<file path="src/rtl/tmds_pkg.sv">
// Shared constants and helpers for the DVI TMDS transmitter: control tokens,
// symbol/disparity widths, lane indices.
package tmds_pkg;

  localparam int unsigned SYM_W     = 10;
  localparam int unsigned CNT_W     = 5;
  localparam int unsigned DATA_W    = 8;
  localparam int unsigned NUM_LANES = 3;

  localparam int unsigned LANE_BLUE  = 0;
  localparam int unsigned LANE_GREEN = 1;
  localparam int unsigned LANE_RED   = 2;

  localparam logic [SYM_W-1:0] CTRL_00 = 10'b1101010100;
  localparam logic [SYM_W-1:0] CTRL_01 = 10'b0010101011;
  localparam logic [SYM_W-1:0] CTRL_10 = 10'b0101010100;
  localparam logic [SYM_W-1:0] CTRL_11 = 10'b1010101011;

  function automatic logic [3:0] popcount8(input logic [DATA_W-1:0] v);
    logic [3:0] n;
    n = '0;
    for (int i = 0; i < int'(DATA_W); i++) n = n + 4'(v[i]);
    return n;
  endfunction

  function automatic logic [SYM_W-1:0] ctrl_token(input logic [1:0] c);
    logic [SYM_W-1:0] t;
    t = CTRL_00;
    case (c)
      2'b01:   t = CTRL_01;
      2'b10:   t = CTRL_10;
      2'b11:   t = CTRL_11;
      default: t = CTRL_00;
    endcase
    return t;
  endfunction

endpackage

</file>
<file path="src/rtl/tmds_encoder.sv">
// One TMDS lane: 8b/10b encode with running disparity, held in a symbol
// register that advances only on the pixel-rate load strobe.
module tmds_encoder
  import tmds_pkg::*;
(
  input  logic              clk,
  input  logic              rst,
  input  logic              load,
  input  logic              de,
  input  logic [1:0]        c,
  input  logic [DATA_W-1:0] d,
  output logic [SYM_W-1:0]  q
);

  localparam logic signed [CNT_W-1:0] TWO = CNT_W'(2);

  logic signed [CNT_W-1:0] cnt;
  logic signed [CNT_W-1:0] cnt_nxt;
  logic signed [CNT_W-1:0] diff;
  logic [SYM_W-1:0]        sym_nxt;
  logic [8:0]              q_m;
  logic [3:0]              n1_d;
  logic [3:0]              n1_q;
  logic [3:0]              n0_q;
  logic                    use_xnor;

  // Transition-minimising stage followed by DC-balance stage
  always_comb begin
    n1_d     = popcount8(d);
    use_xnor = (n1_d > 4'd4) || ((n1_d == 4'd4) && !d[0]);
    q_m      = '0;
    q_m[0]   = d[0];
    for (int i = 1; i < int'(DATA_W); i++)
      q_m[i] = use_xnor ? ~(q_m[i-1] ^ d[i]) : (q_m[i-1] ^ d[i]);
    q_m[8]   = ~use_xnor;
    n1_q     = popcount8(q_m[7:0]);
    n0_q     = 4'd8 - n1_q;
    diff     = $signed(CNT_W'(n1_q)) - $signed(CNT_W'(n0_q));
    sym_nxt  = ctrl_token(c);
    cnt_nxt  = '0;
    if (de) begin
      if ((cnt == '0) || (n1_q == n0_q)) begin
        sym_nxt = {~q_m[8], q_m[8], q_m[8] ? q_m[7:0] : ~q_m[7:0]};
        cnt_nxt = q_m[8] ? (cnt + diff) : (cnt - diff);
      end else if ((!cnt[CNT_W-1] && (n1_q > n0_q)) || (cnt[CNT_W-1] && (n0_q > n1_q))) begin
        sym_nxt = {1'b1, q_m[8], ~q_m[7:0]};
        cnt_nxt = q_m[8] ? (cnt + TWO - diff) : (cnt - diff);
      end else begin
        sym_nxt = {1'b0, q_m[8], q_m[7:0]};
        cnt_nxt = q_m[8] ? (cnt + diff) : (cnt - TWO + diff);
      end
    end
  end

  always_ff @(posedge clk or negedge rst) begin
    if (!rst) begin
      cnt <= '0;
      q   <= CTRL_00;
    end else if (load) begin
      cnt <= cnt_nxt;
      q   <= sym_nxt;
    end
  end

endmodule

</file>
<file path="src/rtl/tmds_transmitter.sv">
// DVI TMDS transmitter: pixel-clock edge detect, three lane encoders and
// LSB-first serialisers, plus the TMDS clock lane.
module tmds_transmitter
  import tmds_pkg::*;
#(
  parameter bit INVERT_SYNC = 1'b1
) (
  input  logic              clk,
  input  logic              rst,
  input  logic              pixel_clk,
  input  logic              blanking,
  input  logic              h_sync,
  input  logic              v_sync,
  input  logic [DATA_W-1:0] red,
  input  logic [DATA_W-1:0] green,
  input  logic [DATA_W-1:0] blue,
  output logic [2:0]        tmds_d,
  output logic              tmds_clk
);

  logic                    pc_q;
  logic                    load_c;
  logic [DATA_W-1:0]       lane_d [NUM_LANES];
  logic [1:0]              lane_c [NUM_LANES];
  logic [SYM_W-1:0]        sym    [NUM_LANES];
  logic [SYM_W-1:0]        shift  [NUM_LANES];

  assign load_c = pixel_clk & ~pc_q;

  // Sync rides on the blue lane only
  always_comb begin
    lane_d[LANE_BLUE]  = blue;
    lane_d[LANE_GREEN] = green;
    lane_d[LANE_RED]   = red;
    lane_c[LANE_BLUE]  = INVERT_SYNC ? {~v_sync, ~h_sync} : {v_sync, h_sync};
    lane_c[LANE_GREEN] = 2'b00;
    lane_c[LANE_RED]   = 2'b00;
  end

  for (genvar g = 0; g < int'(NUM_LANES); g++) begin : g_lane
    tmds_encoder u_enc (
      .clk  (clk),
      .rst  (rst),
      .load (load_c),
      .de   (~blanking),
      .c    (lane_c[g]),
      .d    (lane_d[g]),
      .q    (sym[g])
    );
    assign tmds_d[g] = shift[g][0];
  end

  // Serialisers take the previously held symbol, giving a one-pixel pipeline
  always_ff @(posedge clk or negedge rst) begin
    if (!rst) begin
      pc_q <= 1'b0;
      for (int i = 0; i < int'(NUM_LANES); i++) shift[i] <= '0;
    end else begin
      pc_q <= pixel_clk;
      for (int i = 0; i < int'(NUM_LANES); i++)
        shift[i] <= load_c ? sym[i] : (shift[i] >> 1);
    end
  end

  assign tmds_clk = pc_q;

endmodule
</file>
<file path="config.mk">
export PLATFORM = sky130hd
export DESIGN_NAME = tmds_transmitter
export DESIGN_NICKNAME = d
export VERILOG_FILES = /design/src/rtl/tmds_pkg.sv /design/src/rtl/tmds_encoder.sv /design/src/rtl/tmds_transmitter.sv
export SDC_FILE = /design/constraint.sdc
export NUM_CORES = 1
export LEC_CHECK = 0
export ABC_AREA = 1
export CORE_MARGIN = 8
export CORE_UTILIZATION = 41
export CTS_CLUSTER_SIZE = 30
export DETAILED_ROUTE_END_ITERATION = 10
export PLACE_DENSITY_LB_ADDON = 0.12
export SETUP_SLACK_MARGIN = 0.3
export SYNTH_ARGS = -nofsm -noshare
export SYNTH_HDL_FRONTEND = slang
export SYNTH_SLANG_ARGS = --single-unit
</file>
<file path="constraint.sdc">
create_clock -name clk -period 5.95 [get_ports clk]
set_input_delay 1.4875 -clock clk [delete_from_list [all_inputs] [get_ports clk]]
set_output_delay 1.4875 -clock clk [all_outputs]
set_load 0.01 [all_outputs]
</file>
# Word-level counts from Yosys, hierarchy flattened
# Index checks and enable logic that the tools add are counted.
[totals]
reg_bits = 76
in_bits = 30
output_inout_bits = 4
word_cells = 228
[op_classes]
n_addsub = 66
order_cmp = 9
eq_ne = 9
muxes = 55
bitwise_logic = 52
n_reduce_logical = 27
[op_table]
columns = ["operator", "n"]
rows = [
  ["adder 4 x 1 -> 4 bit", 36],
  ["2-to-1 mux 10 bit", 12],
  ["2-to-1 mux 5 bit", 18],
  ["adder 5 bit", 6],
  ["one-hot mux 10 bit (3 select lines)", 1],
  ["subtractor 5 bit", 6],
  ["NOT 1 bit", 27],
  ["greater-than comparator 4 bit", 6],
  ["2-to-1 mux 8 bit", 3],
  ["NOT 8 bit", 3],
  ["2-to-1 mux 1 bit", 21],
  ["bitwise XOR 1 bit", 21],
  ["adder 5 x 3 -> 5 bit (second input constant)", 3],
  ["logical NOT 5 bit", 3],
  ["subtractor 4 x 4 -> 5 bit", 3],
  ["subtractor 5 x 3 -> 5 bit (second input constant)", 3],
  ["adder 1 x 1 -> 2 bit", 6],
  ["equality test 4 x 3 -> 1 bit (second input constant)", 3],
  ["equality test 4 bit", 3],
  ["greater-than comparator 4 x 3 -> 1 bit (second input constant)", 3],
  ["subtractor 4 bit (first input constant)", 3],
  ["logical AND 1 bit", 9],
  ["logical OR 1 bit", 9],
  ["logical NOT 1 bit", 6],
  ["other kinds (3)", 4],
]

# Depth between registers and ports, before layout
# Gate-level depths: netlist of the first run.
[depth]
word_depth = 37
mapped_depth = 41
ltp_nobuf = 40

# Cells and area by module
# A second synthesis of the first run with hierarchy kept.
[hier_totals]
hier_cells = 959
area_unflattened_um2 = 7484.7
[by_module_without_submodules]
columns = ["module", "n_inst", "cells_each", "area_each_um2", "seq_area_each_um2"]
rows = [
  ["tmds_encoder (g_lane[0].u_enc)", 1, 273, 2092.0, 381.6],
  ["tmds_encoder (g_lane[2].u_enc)", 1, 273, 2067.0, 381.6],
  ["tmds_encoder (g_lane[1].u_enc)", 1, 277, 2062.0, 381.6],
  ["tmds_transmitter", 1, 136, 1263.7, 775.7],
]

# Least setup slack after synthesis of the first run
# Ideal clock, no wire load.
[synth_timing]
kind = "input port to flip-flop"
from = "input red[0]"
to = "register g_lane[2].u_enc.cnt[4]"
setup_time_ps = 126
arrival_ps = 8894
required_time_ps = 5824
setup_slack_ps = -3070
path_stages = 34
n_path_buf = 1
path_cell_list = "ha_1 > inv_1 > fa_1 > fa_1 > inv_1 > fa_1 > fa_1 > o31ai_1 > nand2_1 > buf_2 > xor2_1 > ha_1 > inv_1 > fa_1 > fa_1 > inv_1 > fa_1 > inv_1 > fa_1 > inv_1 > nor2_1 > inv_1 > nor2_1 > o31ai_1 > inv_1 > ha_1 > inv_1 > fa_1 > xor2_1 > xor2_1 > a21oi_1 > o21ai_0 > nand3_1 > o21ai_1"
[synth_via]
elab_chain_len = 37
elab_cells_between_ends = 59
cone_classes = "add/sub (20); order compare (3); eq/ne (2); mux (13); bitwise (14); reduce/logical (7)"
[synth_lines]
columns = ["item", "line", "source"]
rows = [
  ["from (decl)", "tmds_transmitter.sv:14", "input logic [DATA_W-1:0] red,"],
  ["branches (longest 35 deep; another with adder 4 x 1 -> 4 bit)", "n/a", ""],
  ["2-to-1 mux 5 bit *", "tmds_encoder.sv:42", "if ((cnt == '0) || (n1_q == n0_q)) begin"],
  ["2-to-1 mux 5 bit *", "tmds_encoder.sv:41", "if (de) begin"],
  ["to (signal assigned)", "tmds_encoder.sv:60", "cnt <= cnt_nxt;"],
  ["to (decl)", "tmds_encoder.sv:17", "logic signed [CNT_W-1:0] cnt;"],
]
# Mark *: on every way between the ends.
# A chain may end at the register's enable or synchronous reset.

# Worst setup path after layout of the first run
# Ends and elaborated chain as after synthesis.

==> results_dict.tcl, run 1 <==
set metrics [dict create \
    number_of_flops_mapped_to_enable_cells_by_yosys 0 \
    cp-start-kind "input port" \
    crit_top_cell "inv_2" \
    critical_path_buf_inv_count 11 \
    synth_fp_nets 948 \
    place_hpwl_mm 12.80 \
    hp-start "shift[27]" \
    drtPass1Iterations 4 \
    global_route.usage.met2_pct 32.53 \
    total_number_of_vias 5991 \
    synth_seq_cells 76 \
    timing.hold.worst.class "reg2reg" \
    routed_via_density 4.751 \
    path_class "in2reg" \
    met1_usage_pct 20.77 \
    rrSetupSlack_ps 3470 \
    timing.hold.worst_path_depth 2 \
    async_flop_share_pct 100.0 \
    rr_worst_depth 7 \
    cts_num_sinks 76 \
    status "finished with violations" \
    max_cap_violations 0 \
    violations "setup timing" \
    endpoint_of_the_lowest_slack_register_to_register_path "g_lane[1].u_enc.cnt[1]" \
    cp_slowest_cell "fa_2" \
    drt.antenna.violating_nets 0 \
    rr_startpoint "tmds_clk" \
    grt-ovfl-total 0 \
    route.detailed.drc 0 \
    finalClockSkew_ps 7.603 \
    yosys.area.top_type "dfrtp_1" \
    worstSkewPairLatency_ps 340 \
    ios 34 \
    clk_path_buf_depth 2 \
    routed_wl_mm 16.95 \
    final_layout_size_suffix_gt1_share_pct 36.60 \
    yosys_warnings 0 \
    floorplan_die_width_um 144.4 \
    netlist_area_um2 6759 \
    cts.htree.levels 3 \
    synth.avg_cell_area_um2 8.314 \
    initial_utilization_pct 41.34 \
    gpl.final_weighted_congestion 0.8877 \
    post_synth_num_cell_types 44 \
    final_util_pct 59.43 \
    core.rowCount 47 \
    wl_per_cell_um 13.44 \
    end_kind "flip-flop" \
    final.setup.tns_ps -69150 \
    critical_path_peak_fanout 2 \
    hold_end "shift[26]" \
    layout-area-overhead-vs-synth_pct 43.74 \
    cpLargestDelayFamily "adder cells" \
    grt.busiest_layer "met2" \
    count_of_antenna_diodes_in_the_layout 0 \
    grt_antenna_before_repair 0 \
    post-route-period-util_pct 139.5 \
    synthMostInstantiatedCell "inv_1" \
    cts-buffers-inserted 9 \
    ranking_of_synthesized_cells_by_area "dfrtp_1 (23%), ha_1 (12%), fa_1 (11%), inv_1 (9.2%), nand2_1 (6.8%)" \
    design.final.nets 1171 \
    cts_tree "yes" \
    grt_pass1_wl_mm 29.44 \
    final_critical_path_setup_slack_ps -2353 \
    final_hold_viol_count 0 \
    grt_pass1_vias 6436 \
    globalRouteMet3Util_pct 2.674 \
    grt_setup_unrepaired "yes" \
    io_buf_count 33 \
    endpoints_failing_setup 39 \
    ys_seq_area_share_pct 28.42 \
    number_of_instances_in_the_synthesized_netlist 813 \
    finalCriticalPeriod_ps 8303 \
    grt_start_max_net_pins 77 \
    die_area_um2 20850 \
    timing.critical_path.arrival_ps 8560 \
    dr.first_iter.drc_count 255 \
    fmax_ghz 0.1204 \
    master_cell_of_the_clock_root_buffer "clkbuf_16" \
    slew_violations 0 \
    synth_top_cell_area_share_pct 22.58 \
    clock_pin_slew_worst_setup_and_hold_paths_ps 60 \
    crit_required_ps 6200 \
    grt_usage_pct 17.60 \
    critical-path-max-stage-delay_ps 580 \
    max_slew_margin_pct 30.51 \
    layout_filler_cell_count 1460 \
    synthTopCellsByCount "inv_1 (165), nand2_1 (122), ha_1 (67)" \
    die_span_in_y_um 144.4 \
    worst_slew_pin_slew_ps 1041 \
    ys_dominant_reg_cell "dfrtp_1" \
    design.core.area_um2 16350 \
]
## area by class of cell
cell class	count	area (µm²)	area share, %
timing repair buffer	232	1941	19.97
clock inverter	4	47.55	0.4894
tap	220	275.3	2.833
clock buffer	12	256.5	2.640
inverter	171	654.4	6.735
multi-input combinational	546	4621	47.56
sequential	76	1921	19.77
## worst max path at each step
stage	startpoint	to	slack, ps	cells after the start
floorplan	red[1]	g_lane[2].u_enc.cnt[4]	-2570	37
global placement	red[0]	g_lane[2].u_enc.cnt[4]	-2930	37
detailed placement	red[0]	g_lane[2].u_enc.cnt[4]	-3160	37
CTS	red[0]	g_lane[2].u_enc.cnt[4]	-2470	34
global route	red[1]	g_lane[2].u_enc.cnt[4]	-2690	38
finish	red[0]	g_lane[2].u_enc.cnt[4]	-2350	38
## per-layer routing
layer / wire (µm) / part of all wire [%]
met1: 7325 / 43
met2: 8997 / 53
met3: 437 / 2.6
met4: 187 / 1.1
met5: 0 / 0
## metrics by stage
step / hold slack [ps] / setup WS (ps) / instances / instance area, µm²
floorplan: 418.3 / -2570 / 813 / 7025
global placement: 422.8 / -2931 / 1217 / 8807
global route: 469.3 / -2689 / 1261 / 9716
finish: 442.9 / -2353 / 1261 / 9716
detailed placement: 428.6 / -3155 / 1217 / 8807
CTS: 445.7 / -2475 / 1251 / 9517
## state kept, by name, indices dropped and copies added (netlist names)
name	cells
tmds_clk	1
g_lane.u_enc.cnt	15
tmds_d	3
shift	27
g_lane.u_enc.q	30
## placed cells by master (no fill, tap or decap), types with 6 or more instances in the layout
cell type / n
ha_1: 54
o21ai_1: 17
clkbuf_16: 9
o211ai_1: 14
inv_1: 131
dfstp_2: 15
dlygate4sd2_1: 6
o21ai_0: 38
buf_6: 27
xor2_1: 40
a21oi_2: 6
nand3_2: 8
clkdlybuf4s50_1: 20
fa_1: 26
ha_4: 13
a21oi_1: 18
nand2_1: 119
xnor2_2: 8
nand3_1: 25
nor2_2: 7
buf_4: 175
inv_2: 35
dfrtp_1: 61
fa_2: 12
o22ai_1: 17
xnor2_1: 7
nand2_2: 12
nor2_4: 12
nor2_1: 39
## worst register-to-register path: stages, from the launching register on
cell and delay, ps:
dfrtp_1 390, nor2_4 60, inv_2 570, nor2_1 160
inv_1 790, nor2_1 130, o211ai_1 110, o21ai_0 110
## logic make-up after synthesis
group,count (synthesis),synth area share [%]
AND/OR/NAND/NOR,238,15.59
buffers and inverters,191,10.88
AO/OA/AOI/OAI,141,12.44
adder cells (fa/ha/maj),105,23.66
flip-flops,76,28.42
XOR/XNOR,62,9.015
## what timing repair did
item,in CTS,in global routing
pin swaps,61,39
endpoints found under the setup margin,39,39
hold buffers,0,0
gates resized for setup,109,30
buffers inserted,18,10
Power of run 1 is left out: the tool's default activity adds up to more than one toggle a clock period on the data nets, which glitch-free logic cannot reach.
==> inputs of run 2 (changes only) <==
--- a/config.mk
+++ b/config.mk
@@ -8,7 +8,6 @@
 export ABC_AREA = 1
 export CORE_MARGIN = 8
 export CORE_UTILIZATION = 41
-export CTS_CLUSTER_SIZE = 30
 export DETAILED_ROUTE_END_ITERATION = 10
 export PLACE_DENSITY_LB_ADDON = 0.12
 export SETUP_SLACK_MARGIN = 0.3
==> results of run 2 <==
No change in the layout: final DEF, timing and power equal those of run 1.
Power of run 2 is left out for the same reason.
==> inputs of run 3 (changes only) <==
--- a/config.mk
+++ b/config.mk
@@ -8,6 +8,7 @@
 export ABC_AREA = 1
 export CORE_MARGIN = 8
 export CORE_UTILIZATION = 41
+export CTS_BUF_LIST = sky130_fd_sc_hd__clkbuf_4
 export DETAILED_ROUTE_END_ITERATION = 10
 export PLACE_DENSITY_LB_ADDON = 0.12
 export SETUP_SLACK_MARGIN = 0.3
==> run 3 against run 2 <==
  * The flow still finishes with violations (setup timing)
  * Wire length grew 0.34%
  * Setup slack better by 93 ps
  * Register-to-register slack hardly changed
  * Fmax increased by 1.1%
  * Clock-buffer cell count shrank 2
  * Final area is 1.1% lower
  * Die area unchanged
  * Non-clock buffer count rose by 7
  * Sequential share of layout area up 0.23 points
  * Utilization fell by 0.68 points
  * First-iteration DRC count increased by 2.4%
  * Via count grew 0.20%
==> results_dict.tcl, run 3 (synthesized netlist as in run 1, its figures left out) <==
set metrics [dict create \
    hp-start "shift[15]" \
    die_area_um2 20850 \
    violations "setup timing" \
    dr.first_iter.drc_count 261 \
    final_critical_path_setup_slack_ps -2260 \
    layout.cells.most_common_list "buf_4 (183), inv_1 (130), nand2_1 (118)" \
    rr_startpoint "tmds_clk" \
    floorplan_die_width_um 144.4 \
    endpoints_failing_setup 39 \
    grt-ovfl-total 0 \
    timing.hold.worst.class "reg2reg" \
    design.core.area_um2 16350 \
    cp_slowest_cell "fa_2" \
    sequential_cell_area_um2 1921 \
    ios 34 \
    finalCriticalPeriod_ps 8210 \
    fmax_ghz 0.1218 \
    max_cap_violations 0 \
    cts-buffers-inserted 9 \
    final.setup.tns_ps -65000 \
    post-route-period-util_pct 138.0 \
    critical-path-max-stage-delay_ps 580 \
    grt_setup_unrepaired "yes" \
    die_span_in_y_um 144.4 \
    routed_wl_mm 17.01 \
    grt_start_max_net_pins 77 \
    cp-start-kind "input port" \
    final_hold_viol_count 0 \
    largest_register "g_lane.u_enc.q" \
    multi_input_area_um2 4629 \
    end_kind "flip-flop" \
    path_class "in2reg" \
    core.rowCount 47 \
    io_buf_count 33 \
    largest_register_ff_count 30 \
    max_slew_margin_pct 30.06 \
    initial_utilization_pct 41.34 \
    ctsHoldBuffers 0 \
    grt_pass1_vias 6408 \
    hold-worst-slack_ps 454.3 \
    status "finished with violations" \
    master_cell_of_the_clock_root_buffer "clkbuf_4" \
    grt_antenna_before_repair 1 \
    final_layout_size_suffix_gt1_share_pct 37.12 \
    hold_end "shift[14]" \
    slew_violations 0 \
    total_number_of_vias 6003 \
    rr_worst_depth 7 \
    route.detailed.drc 0 \
    cts_num_sinks 76 \
    finalClockSkew_ps 20.84 \
    grt_pass1_wl_mm 29.28 \
    worst_slew_pin_slew_ps 1048 \
    critical_path_peak_fanout 2 \
    layout_filler_cell_count 1485 \
    crit_required_ps 6270 \
    routed_via_density 4.730 \
    cts.htree.levels 3 \
    rrSetupSlack_ps 3480 \
    layout-area-overhead-vs-synth_pct 42.10 \
    clk_path_buf_depth 2 \
    cts_tree "yes" \
    design.final.nets 1178 \
    final_util_pct 58.75 \
    timing.hold.worst_path_depth 2 \
    final_common_cell "buf_4" \
    place_hpwl_mm 12.80 \
    wl_per_cell_um 13.40 \
    top_regs "g_lane.u_enc.q (30), shift (27), g_lane.u_enc.cnt (15)" \
    worstSkewPairLatency_ps 440 \
    gpl.final_weighted_congestion 0.8877 \
    crit_top_cell "inv_2" \
    place_ws_ps -3155 \
    grt_usage_pct 17.51 \
    drtPass1Iterations 4 \
    clock_pin_slew_worst_setup_and_hold_paths_ps 130 \
    timing.critical_path.arrival_ps 8530 \
    endpoint_of_the_lowest_slack_register_to_register_path "g_lane[0].u_enc.q[3]" \
    drt.antenna.violating_nets 0 \
]
run 3: worst max path at each step:
stage	from	endpoint	slack (ps)	depth (start not counted)
6_report	red[0]	g_lane[2].u_enc.cnt[4]	-2260	37
5_1_grt	red[1]	g_lane[2].u_enc.cnt[4]	-2540	38
4_1_cts	red[0]	g_lane[2].u_enc.cnt[4]	-2330	34
3_5_place_dp	red[0]	g_lane[2].u_enc.cnt[4]	-3160	37
3_3_place_gp	red[0]	g_lane[2].u_enc.cnt[4]	-2930	37
2_1_floorplan	red[1]	g_lane[2].u_enc.cnt[4]	-2570	37
run 3: layout make-up:
cell class | instances | share of cell area [%]
Multi-Input combinational cell | 546 | 48.20
Timing Repair Buffer | 239 | 20.71
Sequential cell | 76 | 20.00
Inverter | 171 | 6.840
Tap cell | 220 | 2.866
Clock buffer | 10 | 0.7817
Clock inverter | 6 | 0.5732
Antenna cell | 1 | 0.02606
run 3: critical path, delay by kind of cell:
family,cells,cell delay [ps]
adder cells (fa/ha/maj),12,4710
buffers and inverters,12,720
AND/OR/NAND/NOR,5,570
AO/OA/AOI/OAI,5,550
XOR/XNOR,3,480
run 3: through the flow:
stage                     instances  area, µm²
final                          1269       9604
after detailed placement       1217       8807
after global placement         1217       8807
after global routing           1269       9604
after floorplan                 813       7025
after CTS                      1253       9353
run 3: metal layers:
layer / track usage [%] / up-vias / part of all wire, %
met5: 0 / - / 0
met4: 4.600 / 0 / 1.2
met3: 2.806 / 18 / 2.2
met2: 32.28 / 59 / 52
met1: 20.57 / 2900 / 44
li1: - / 3026 / -
run 3: what timing repair did:
action | in CTS | in global routing
setup buffers | 20 | 15
pin swaps | 59 | 39
gates resized for setup | 110 | 31
endpoints found under the setup margin | 39 | 39
Power of run 3 is left out for the same reason.
